### config.mk
export PLATFORM = sky130hd
export DESIGN_NAME = uart_cmd_scheduler
export DESIGN_NICKNAME = d
export VERILOG_FILES = /design/src/rtl/uart_sched_pkg.sv /design/src/rtl/interval_timer.sv /design/src/rtl/uart_cmd_scheduler.sv
export SDC_FILE = /design/constraint.sdc
export NUM_CORES = 1
export LEC_CHECK = 0
export ABC_CLOCK_PERIOD_IN_PS = 3000
export CAP_MARGIN = 20
export CORE_ASPECT_RATIO = 0.8
export CORE_MARGIN = 2
export CORE_UTILIZATION = 40
export DETAILED_ROUTE_END_ITERATION = 8
export PLACE_DENSITY = 0.63
export SETUP_SLACK_MARGIN = 0.02
export SLEW_MARGIN = 20
export SYNTH_ARGS = -nofsm -noshare
export SYNTH_HDL_FRONTEND = slang
export SYNTH_SLANG_ARGS = --single-unit
### constraint.sdc
create_clock -name clk_50 -period 3 [get_ports clk_50]
set_input_delay 0.6 -clock clk_50 [delete_from_list [all_inputs] [get_ports clk_50]]
set_output_delay 0.6 -clock clk_50 [all_outputs]
set_load 0.02 [all_outputs]
### src/rtl/uart_sched_pkg.sv
// Shared types and frame constants for the UART command scheduler and the
// mode FSM that feeds it.
package uart_sched_pkg;

   typedef enum logic [3:0] {
      DrvStop      = 4'd0,
      DrvFwd       = 4'd1,
      DrvFwdSlow   = 4'd2,
      DrvRev       = 4'd3,
      DrvRevSlow   = 4'd4,
      DrvSoftL     = 4'd5,
      DrvSoftR     = 4'd6,
      DrvPivotL    = 4'd7,
      DrvPivotR    = 4'd8,
      DrvHardL     = 4'd9,
      DrvHardR     = 4'd10
   } drive_states_e;

   localparam logic [7:0] HDR         = 8'hA5;
   localparam logic [7:0] TYPE_DRIVE  = 8'h01;
   localparam logic [7:0] TYPE_STATUS = 8'h02;

   typedef enum logic [1:0] {
      StIdle,
      StLoad,
      StSend,
      StGap
   } sched_state_t;

   // Byte idx of a 4-byte frame; byte3 is the xor checksum of the first three.
   function automatic logic [7:0] frame_byte(input logic [1:0] idx,
                                             input logic [7:0] ftype,
                                             input logic [7:0] payload);
      logic [7:0] b;
      unique case (idx)
         2'd0:    b = HDR;
         2'd1:    b = ftype;
         2'd2:    b = payload;
         default: b = HDR ^ ftype ^ payload;
      endcase
      return b;
   endfunction

endpackage

### src/rtl/interval_timer.sv
// Down-counting interval timer: pulses expire for one cycle every PERIOD
// running cycles; reload restarts the interval.
module interval_timer #(
   parameter int unsigned PERIOD = 100
) (
   input  logic clk_50,
   input  logic reset_n,
   input  logic run,
   input  logic reload,
   output logic expire
);

   localparam int unsigned CntW = (PERIOD > 1) ? $clog2(PERIOD) : 1;
   localparam logic [CntW-1:0] CntTop = CntW'(PERIOD - 1);

   logic [CntW-1:0] cnt_q, cnt_d;

   always_comb begin
      cnt_d = cnt_q;
      if (reload) begin
         cnt_d = CntTop;
      end else if (run) begin
         cnt_d = (cnt_q == '0) ? CntTop : cnt_q - CntW'(1);
      end
   end

   assign expire = run && (cnt_q == '0);

   always_ff @(posedge clk_50 or negedge reset_n) begin
      if (!reset_n) begin
         cnt_q <= CntTop;
      end else begin
         cnt_q <= cnt_d;
      end
   end

endmodule

### src/rtl/uart_cmd_scheduler.sv
// Serialises drive-command and status frames onto the shared uart_tx byte
// channel; frames are atomic and arbitration happens only between frames.
module uart_cmd_scheduler
   import uart_sched_pkg::*;
#(
   parameter int unsigned KEEPALIVE_CYCLES = 5_000_000,
   parameter int unsigned STATUS_CYCLES    = 25_000_000,
   parameter int unsigned GAP_CYCLES       = 16
) (
   input  logic        clk_50,
   input  logic        reset_n,
   input  logic        enable,
   input  logic [1:0]  state,
   input  logic [1:0]  CAM_state,
   input  logic [3:0]  drive_state,
   input  logic        state_changed,
   output logic [7:0]  tx_data,
   output logic        tx_valid,
   input  logic        tx_ready,
   output logic        busy,
   output logic [15:0] frames_sent
);

   localparam int unsigned GapW = (GAP_CYCLES > 1) ? $clog2(GAP_CYCLES) : 1;
   localparam logic [GapW-1:0] GapLast = GapW'(GAP_CYCLES - 1);

   sched_state_t    fsm_q, fsm_d;
   logic [1:0]      idx_q, idx_d;
   logic [7:0]      payload_q, payload_d;
   logic [7:0]      type_q, type_d;
   logic [7:0]      tx_data_q, tx_data_d;
   logic            tx_valid_q, tx_valid_d;
   logic [15:0]     frames_q, frames_d;
   logic            drv_pend_q, drv_pend_d;
   logic            status_pend_q, status_pend_d;
   logic [3:0]      last_drive_q, last_drive_d;
   logic [GapW-1:0] gap_q, gap_d;

   logic ka_reload, ka_expire, st_expire;
   logic sel_status, load_drive, load_status, drv_set, st_set;

   interval_timer #(.PERIOD(KEEPALIVE_CYCLES)) u_keepalive (
      .clk_50  (clk_50),
      .reset_n (reset_n),
      .run     (enable),
      .reload  (ka_reload),
      .expire  (ka_expire)
   );

   interval_timer #(.PERIOD(STATUS_CYCLES)) u_status (
      .clk_50  (clk_50),
      .reset_n (reset_n),
      .run     (enable),
      .reload  (1'b0),
      .expire  (st_expire)
   );

   // Status only overtakes a pending drive frame right after a drive frame.
   assign sel_status = status_pend_q && (!drv_pend_q || (type_q == TYPE_DRIVE));

   always_comb begin
      fsm_d        = fsm_q;
      idx_d        = idx_q;
      payload_d    = payload_q;
      type_d       = type_q;
      tx_data_d    = tx_data_q;
      tx_valid_d   = tx_valid_q;
      frames_d     = frames_q;
      last_drive_d = last_drive_q;
      gap_d        = gap_q;
      ka_reload    = 1'b0;
      load_drive   = 1'b0;
      load_status  = 1'b0;

      unique case (fsm_q)
         StIdle: begin
            if (drv_pend_q || status_pend_q) fsm_d = StLoad;
         end
         StLoad: begin
            if (sel_status) begin
               type_d      = TYPE_STATUS;
               payload_d   = {state, CAM_state, drive_state};
               load_status = 1'b1;
            end else begin
               type_d       = TYPE_DRIVE;
               payload_d    = {4'h0, drive_state};
               last_drive_d = drive_state;
               ka_reload    = 1'b1;
               load_drive   = 1'b1;
            end
            idx_d      = 2'd0;
            tx_valid_d = 1'b1;
            tx_data_d  = HDR;
            fsm_d      = StSend;
         end
         StSend: begin
            if (tx_valid_q && tx_ready) begin
               if (idx_q == 2'd3) begin
                  tx_valid_d = 1'b0;
                  tx_data_d  = 8'h00;
                  frames_d   = frames_q + 16'd1;
                  gap_d      = '0;
                  fsm_d      = StGap;
               end else begin
                  idx_d     = idx_q + 2'd1;
                  tx_data_d = frame_byte(idx_q + 2'd1, type_q, payload_q);
               end
            end
         end
         StGap: begin
            if (gap_q == GapLast) fsm_d = StIdle;
            else                  gap_d = gap_q + GapW'(1);
         end
         default: fsm_d = StIdle;
      endcase

      // Compare against the value being latched so a served change is not re-raised.
      drv_set       = enable && ((drive_state != last_drive_d) || state_changed || ka_expire);
      st_set        = enable && st_expire;
      drv_pend_d    = drv_set || (drv_pend_q && !load_drive);
      status_pend_d = st_set || (status_pend_q && !load_status);
   end

   always_ff @(posedge clk_50 or negedge reset_n) begin
      if (!reset_n) begin
         fsm_q         <= StIdle;
         idx_q         <= 2'd0;
         payload_q     <= 8'h00;
         type_q        <= TYPE_STATUS;
         tx_data_q     <= 8'h00;
         tx_valid_q    <= 1'b0;
         frames_q      <= 16'd0;
         drv_pend_q    <= 1'b1;
         status_pend_q <= 1'b0;
         last_drive_q  <= 4'd0;
         gap_q         <= '0;
      end else begin
         fsm_q         <= fsm_d;
         idx_q         <= idx_d;
         payload_q     <= payload_d;
         type_q        <= type_d;
         tx_data_q     <= tx_data_d;
         tx_valid_q    <= tx_valid_d;
         frames_q      <= frames_d;
         drv_pend_q    <= drv_pend_d;
         status_pend_q <= status_pend_d;
         last_drive_q  <= last_drive_d;
         gap_q         <= gap_d;
      end
   end

   assign tx_data     = tx_data_q;
   assign tx_valid    = tx_valid_q;
   assign frames_sent = frames_q;
   assign busy        = (fsm_q != StIdle);

endmodule

# After elaboration in Yosys (flattened, before gate mapping)

Index checks and enable logic that the tools add are counted.

Flip-flop bits (word level): 103
Input port bits: 13
Output and inout bits: 26
Logic and storage cells: 97

$add $sub $neg: 5
Eq/ne operators: 15
Multiplexer cells: 31
Bitwise gates (word level): 2
Reduce and logical (&&, ||, !) cells: 31

Operators with widths:

| kind                    | count |
|---|---|
| $mux W23                | 3 |
| $logic_not A25 Y1       | 1 |
| $mux W25                | 1 |
| $sub A25 B1 Y25 const B | 1 |
| $mux W8                 | 3 |
| $pmux W8 S3             | 1 |
| $logic_not A23 Y1       | 1 |
| $sub A23 B1 Y23 const B | 1 |
| $mux W4                 | 5 |
| $add A16 B1 Y16 const B | 1 |
| $pmux W8 S2             | 1 |
| $mux W2                 | 7 |
| $ne A2 B2 Y1 const B    | 6 |
| $reduce_and A3 Y1       | 3 |
| $eq A2 B2 Y1 const B    | 4 |
| $eq A8 B1 Y1 const B    | 1 |
| $logic_and A1 B1 Y1     | 8 |
| $pmux W2 S4             | 1 |
| $pmux W4 S2             | 1 |
| $reduce_and A4 Y1       | 2 |
| $reduce_bool A2 Y1      | 4 |
| $xor A8 B8 Y8           | 1 |
| $logic_or A1 B1 Y1      | 6 |
| $mux W1                 | 6 |
| other kinds (11)        | 15 |

# Depth between registers and ports, before layout

Gate-level depths: netlist of run 1.

Word-level depth: 10
Gate-level depth with buffers: 9
Depth with buffers taken out: 7

# Modules after synthesis

Synthesis of run 1 repeated with hierarchy kept, for this count alone.

Cells, all modules: 510
Area total of the unflattened synthesis: 5,207.5 um2

By module, submodules not included:

| module                       | times used | cells each | area an instance (um2) | sequential area each (um2) |
|---|---|---|---|---|
| uart_cmd_scheduler           | 1          | 215        | 2,383.5                | 1,228.7 |
| interval_timer (u_status)    | 1          | 151        | 1,456.4                | 646.9 |
| interval_timer (u_keepalive) | 1          | 144        | 1,367.6                | 591.8 |

# Worst setup path after synthesis of run 1

No wires, ideal clock.

Path type: reg-to-reg
Start: register u_status.cnt_q[17]
End: register u_status.cnt_q[1]
Setup time: 77 ps
Data arrival time: 2,454 ps
Data required time: 2,923 ps
Setup slack: 468 ps
Stages on the path, launching flop included: 7
Buffers on the path: 1
Clock period less this slack: 2,532 ps
Cells stage by stage: dfrtp_1 -> or4_4 -> or3_4 -> or4b_1 -> buf_2 -> or4_1 -> a31oi_1

Word-level cells in the longest chain between the ends: 2

Ends and longest elaborated chain:

| item                   | RTL line             | RTL |
|---|---|---|
| from (decl)            | interval_timer.sv:16 | `logic [CntW-1:0] cnt_q, cnt_d;` |
| from (signal assigned) | interval_timer.sv:31 | `cnt_q <= CntTop;` |
| from (signal assigned) | interval_timer.sv:33 | `cnt_q <= cnt_d;` |
| $logic_not A25 Y1      | interval_timer.sv:23 | `cnt_d = (cnt_q == '0) ? CntTop : cnt_q - CntW'(1);` |
| $mux W25               | interval_timer.sv:23 |  |

No other way between the ends.
A chain may end at the register's enable or synchronous reset.

# Worst setup path in the final report of run 1

Ends and elaborated chain as after synthesis.

==> flow_metrics.env, run 1 <==
export IMPL_status="finished clean"
export IMPL_synth_edff_count=0
export IMPL_viasPerCell=5.34
export IMPL_rsz0062_at_grt="no"
export IMPL_first_pass_iters=5
export IMPL_cts_max_level=3
export IMPL_wire_per_inst_microns=14.5
export IMPL_startpoint="u_status.cnt_q[17]"
export IMPL_async_flop_share_pct=100
export IMPL_critPathArrivalTime_ns=2.96
export IMPL_drv_cap=0
export IMPL_ant_nets=0
export IMPL_p_per_area_nw_per_um2=850
export IMPL_drc_errors=0
export IMPL_start_util_pct=41.6
export IMPL_netlist_instances=495
export IMPL_critPathCapture="u_status.cnt_q[1]"
export IMPL_cts_sinks=97
export IMPL_worstReg2RegEnd="u_status.cnt_q[1]"
export IMPL_holdBufCountCts=0
export IMPL_drt_iter0_markers=211
export IMPL_min_period_ns=2.69
export IMPL_critPathLaunchType="register"
export IMPL_routed_wl_microns=10100
export IMPL_ys_ff_latch=97
export IMPL_placed_area_sq_um=5440
export IMPL_cts_resized=0
export IMPL_setup_viol=0
export IMPL_drv_slew=0
export IMPL_worst_pin_slew_ns=0.954
export IMPL_cts_tree="yes"
export IMPL_critical_path_slowest_cell="or4b_1"
export IMPL_setup_tns_ns=0
export IMPL_synth_ff_type="dfrtp_1"
export IMPL_numPortBuffers=38
export IMPL_grt_use_total_pct=16.6
export IMPL_synthToLayoutAreaGrowth_pct=19.4
export IMPL_dp_hpwl_microns=6970
export IMPL_dieArea_sq_um=13000
export IMPL_syn_area_sq_um=4840
export IMPL_synth_cell_types=55
export IMPL_num_antenna_cells=0
export IMPL_ctsRootBufferMaster="clkbuf_16"
export IMPL_slowest_delay_ns=0.66
export IMPL_numCtsBuffers=9
export IMPL_max_vdd_ir_drop_mv=0.401
export IMPL_grt_max_degree=77
export IMPL_cp_end_kind="register"
export IMPL_cp_data_required_time_ns=3.28
export IMPL_p_leak_nw=2.38
export IMPL_hold_slack_ns=0.385
export IMPL_io_pins=39
export IMPL_antenna_found_initial=0
export IMPL_rr_startpoint="u_status.cnt_q[17]"
export IMPL_skew_ns=0.00523
export IMPL_post_cts_buffers=0
export IMPL_grt_pass1_wl_microns=17200
export IMPL_finalNetCount=570
export IMPL_design_area_sq_um=5780
export IMPL_fin_crit_sh_pct=89.6
export IMPL_gr_total_overflow=0
export IMPL_rrSetupSlack_ns=0.31
export IMPL_clock_latency_ns=0.35
export IMPL_clockBufferDepth=2
export IMPL_hold_viol_final=0
export IMPL_yosys_warnings=0
export IMPL_grt_pass1_vias=3541
export IMPL_die_w_microns=127
export IMPL_synthesis_area_per_instance_sq_um=9.79
export IMPL_slew_headroom_pct=36.4
export IMPL_hold_class="in -> async"
export IMPL_rows=35
export IMPL_yosysSeqAreaShare_pct=50.9
export IMPL_die_h_microns=102
export IMPL_syn_nets=520
export IMPL_crit_fanout=7
export IMPL_coreArea_sq_um=11600
export IMPL_max_freq_ghz=0.372
export IMPL_clkTransAtPathRegs_ns=0.07
export IMPL_path_class="reg -> reg"
export IMPL_place_congestion=0.785
export IMPL_worstPathCellList="or4_4, or3_4, or4b_1, or4_1, a31oi_1"
export IMPL_r2r_cells=5
export IMPL_layout_drive_gt1_share_pct=13.6
export IMPL_vias=3729
layout by cell type (no fill, tap or decap), types with 5 or more instances in the layout:
master	n
nor2_1	42
a21oi_1	21
buf_4	13
dfstp_2	32
or4_1	10
nor3_1	21
ha_1	12
nor4_1	8
inv_1	24
and3_1	5
clkbuf_16	9
or3_1	8
mux2_2	6
nand3_1	21
nand2b_1	5
o21ai_0	30
dfrtp_1	65
xnor2_1	29
xor2_1	14
nand2_1	63
clkdlybuf4s50_1	37
nand4_1	10
cell usage after synthesis (3+ instances only):
| cell | count | area (sq um) |
|---|---|---|
| inv_1 | 24 | 90.1 |
| nand2_1 | 63 | 236 |
| mux2_2 | 6 | 67.6 |
| o21ai_0 | 30 | 150 |
| xnor2_1 | 29 | 254 |
| mux2i_1 | 4 | 40.0 |
| or4_1 | 10 | 75.1 |
| nor4_1 | 8 | 50.1 |
| clkbuf_1 | 8 | 30.0 |
| o31ai_1 | 4 | 30.0 |
| ha_1 | 12 | 150 |
| a21oi_1 | 21 | 105 |
| xor2_1 | 14 | 123 |
| nand2b_1 | 5 | 31.3 |
| or3_1 | 8 | 50.1 |
| dfrtp_1 | 65 | 1630 |
| nor3_1 | 21 | 105 |
| and4_1 | 3 | 26.3 |
| nor2_1 | 42 | 158 |
| o22ai_1 | 4 | 25.0 |
| nand4_1 | 10 | 62.6 |
| nand3_1 | 21 | 105 |
| and3_1 | 5 | 31.3 |
| o311ai_0 | 3 | 26.3 |
| dfstp_2 | 32 | 841 |
| a22o_1 | 3 | 26.3 |
sequential cells by signal (all words and copies together), names as in the netlist:
signal,flops
status_pend_q,1
gap_q,4
u_status.cnt_q,25
idx_q,2
tx_data,8
type_q,2
drv_pend_q,1
fsm_q,2
u_keepalive.cnt_q,23
payload_q,8
last_drive_q,4
tx_valid,1
frames_sent,16
worst min-delay path by stage:
stage	end	from	slack, ns
2_1_floorplan	frames_sent[0]	reset_n	0.30
3_3_place_gp	frames_sent[15]	frames_sent[15]	0.46
3_5_place_dp	frames_sent[15]	frames_sent[15]	0.46
4_1_cts	tx_data[7]	reset_n	0.44
5_1_grt	tx_data[7]	reset_n	0.49
6_report	tx_data[7]	reset_n	0.38
worst max-delay path: cells and delay by family, from the launching register on:
family / cells / cell delay [ns]
and+or+nand+nor: 4 / 2.01
DFF: 1 / 0.41
AOI/OAI and AO/OA: 1 / 0.19
cell families after synthesis:
logic type	count (synthesis)	share of synthesized area (%)
XOR/XNOR	43	7.77
multiplexers	10	2.22
buffers and inverters	35	3.10
flip-flops	97	50.9
adder cells (fa/ha/maj)	12	3.10
AND/OR/NAND/NOR	216	22.5
AO/OA/AOI/OAI	82	10.4
where the power goes:
group          leakage (nW)  switching, mW  internal, mW
Clock                 0.166          0.499         0.836
Combinational          1.03          0.869         0.656
Sequential             1.19          0.327          1.73
stage by stage:
stage	power [mW]	std cells	setup WS, ns	utilization, %
after floorplan	3.10	495	0.468	-
after global placement	3.54	682	0.348	46.7
after detailed placement	3.59	682	0.319	46.7
after CTS	4.95	698	0.325	49.6
after global routing	5.24	698	0.218	49.6
final	4.91	698	0.311	49.6
cell type report:
cell class	count	area [sq um]
clock inverters	5	103
fillers	1044	5870
flip-flops and latches	97	2470
clock buffers	11	243
multi-input cells	363	2230
well taps	148	185
inverters	24	90.1
repair buffers	50	468
metal layers:
metal	vias to the layer above	part of all wire (%)	GRT usage, %
met5	-	0	0
met1	1804	51	23.2
met3	12	4.0	4.19
li1	1849	-	-
met2	64	43	25.5
met4	0	1.4	5.58
Power figures use the tool's default switching activity.
==> run 2, diff against run 1 <==
--- a/config.mk
+++ b/config.mk
@@ -5,8 +5,6 @@
 export SDC_FILE = /design/constraint.sdc
 export NUM_CORES = 1
 export LEC_CHECK = 0
-export ABC_CLOCK_PERIOD_IN_PS = 3000
-export CAP_MARGIN = 20
 export CORE_ASPECT_RATIO = 0.8
 export CORE_MARGIN = 2
 export CORE_UTILIZATION = 40
==> results of run 2 <==
Same layout as run 1: the final DEF is identical, and so are final timing and power.
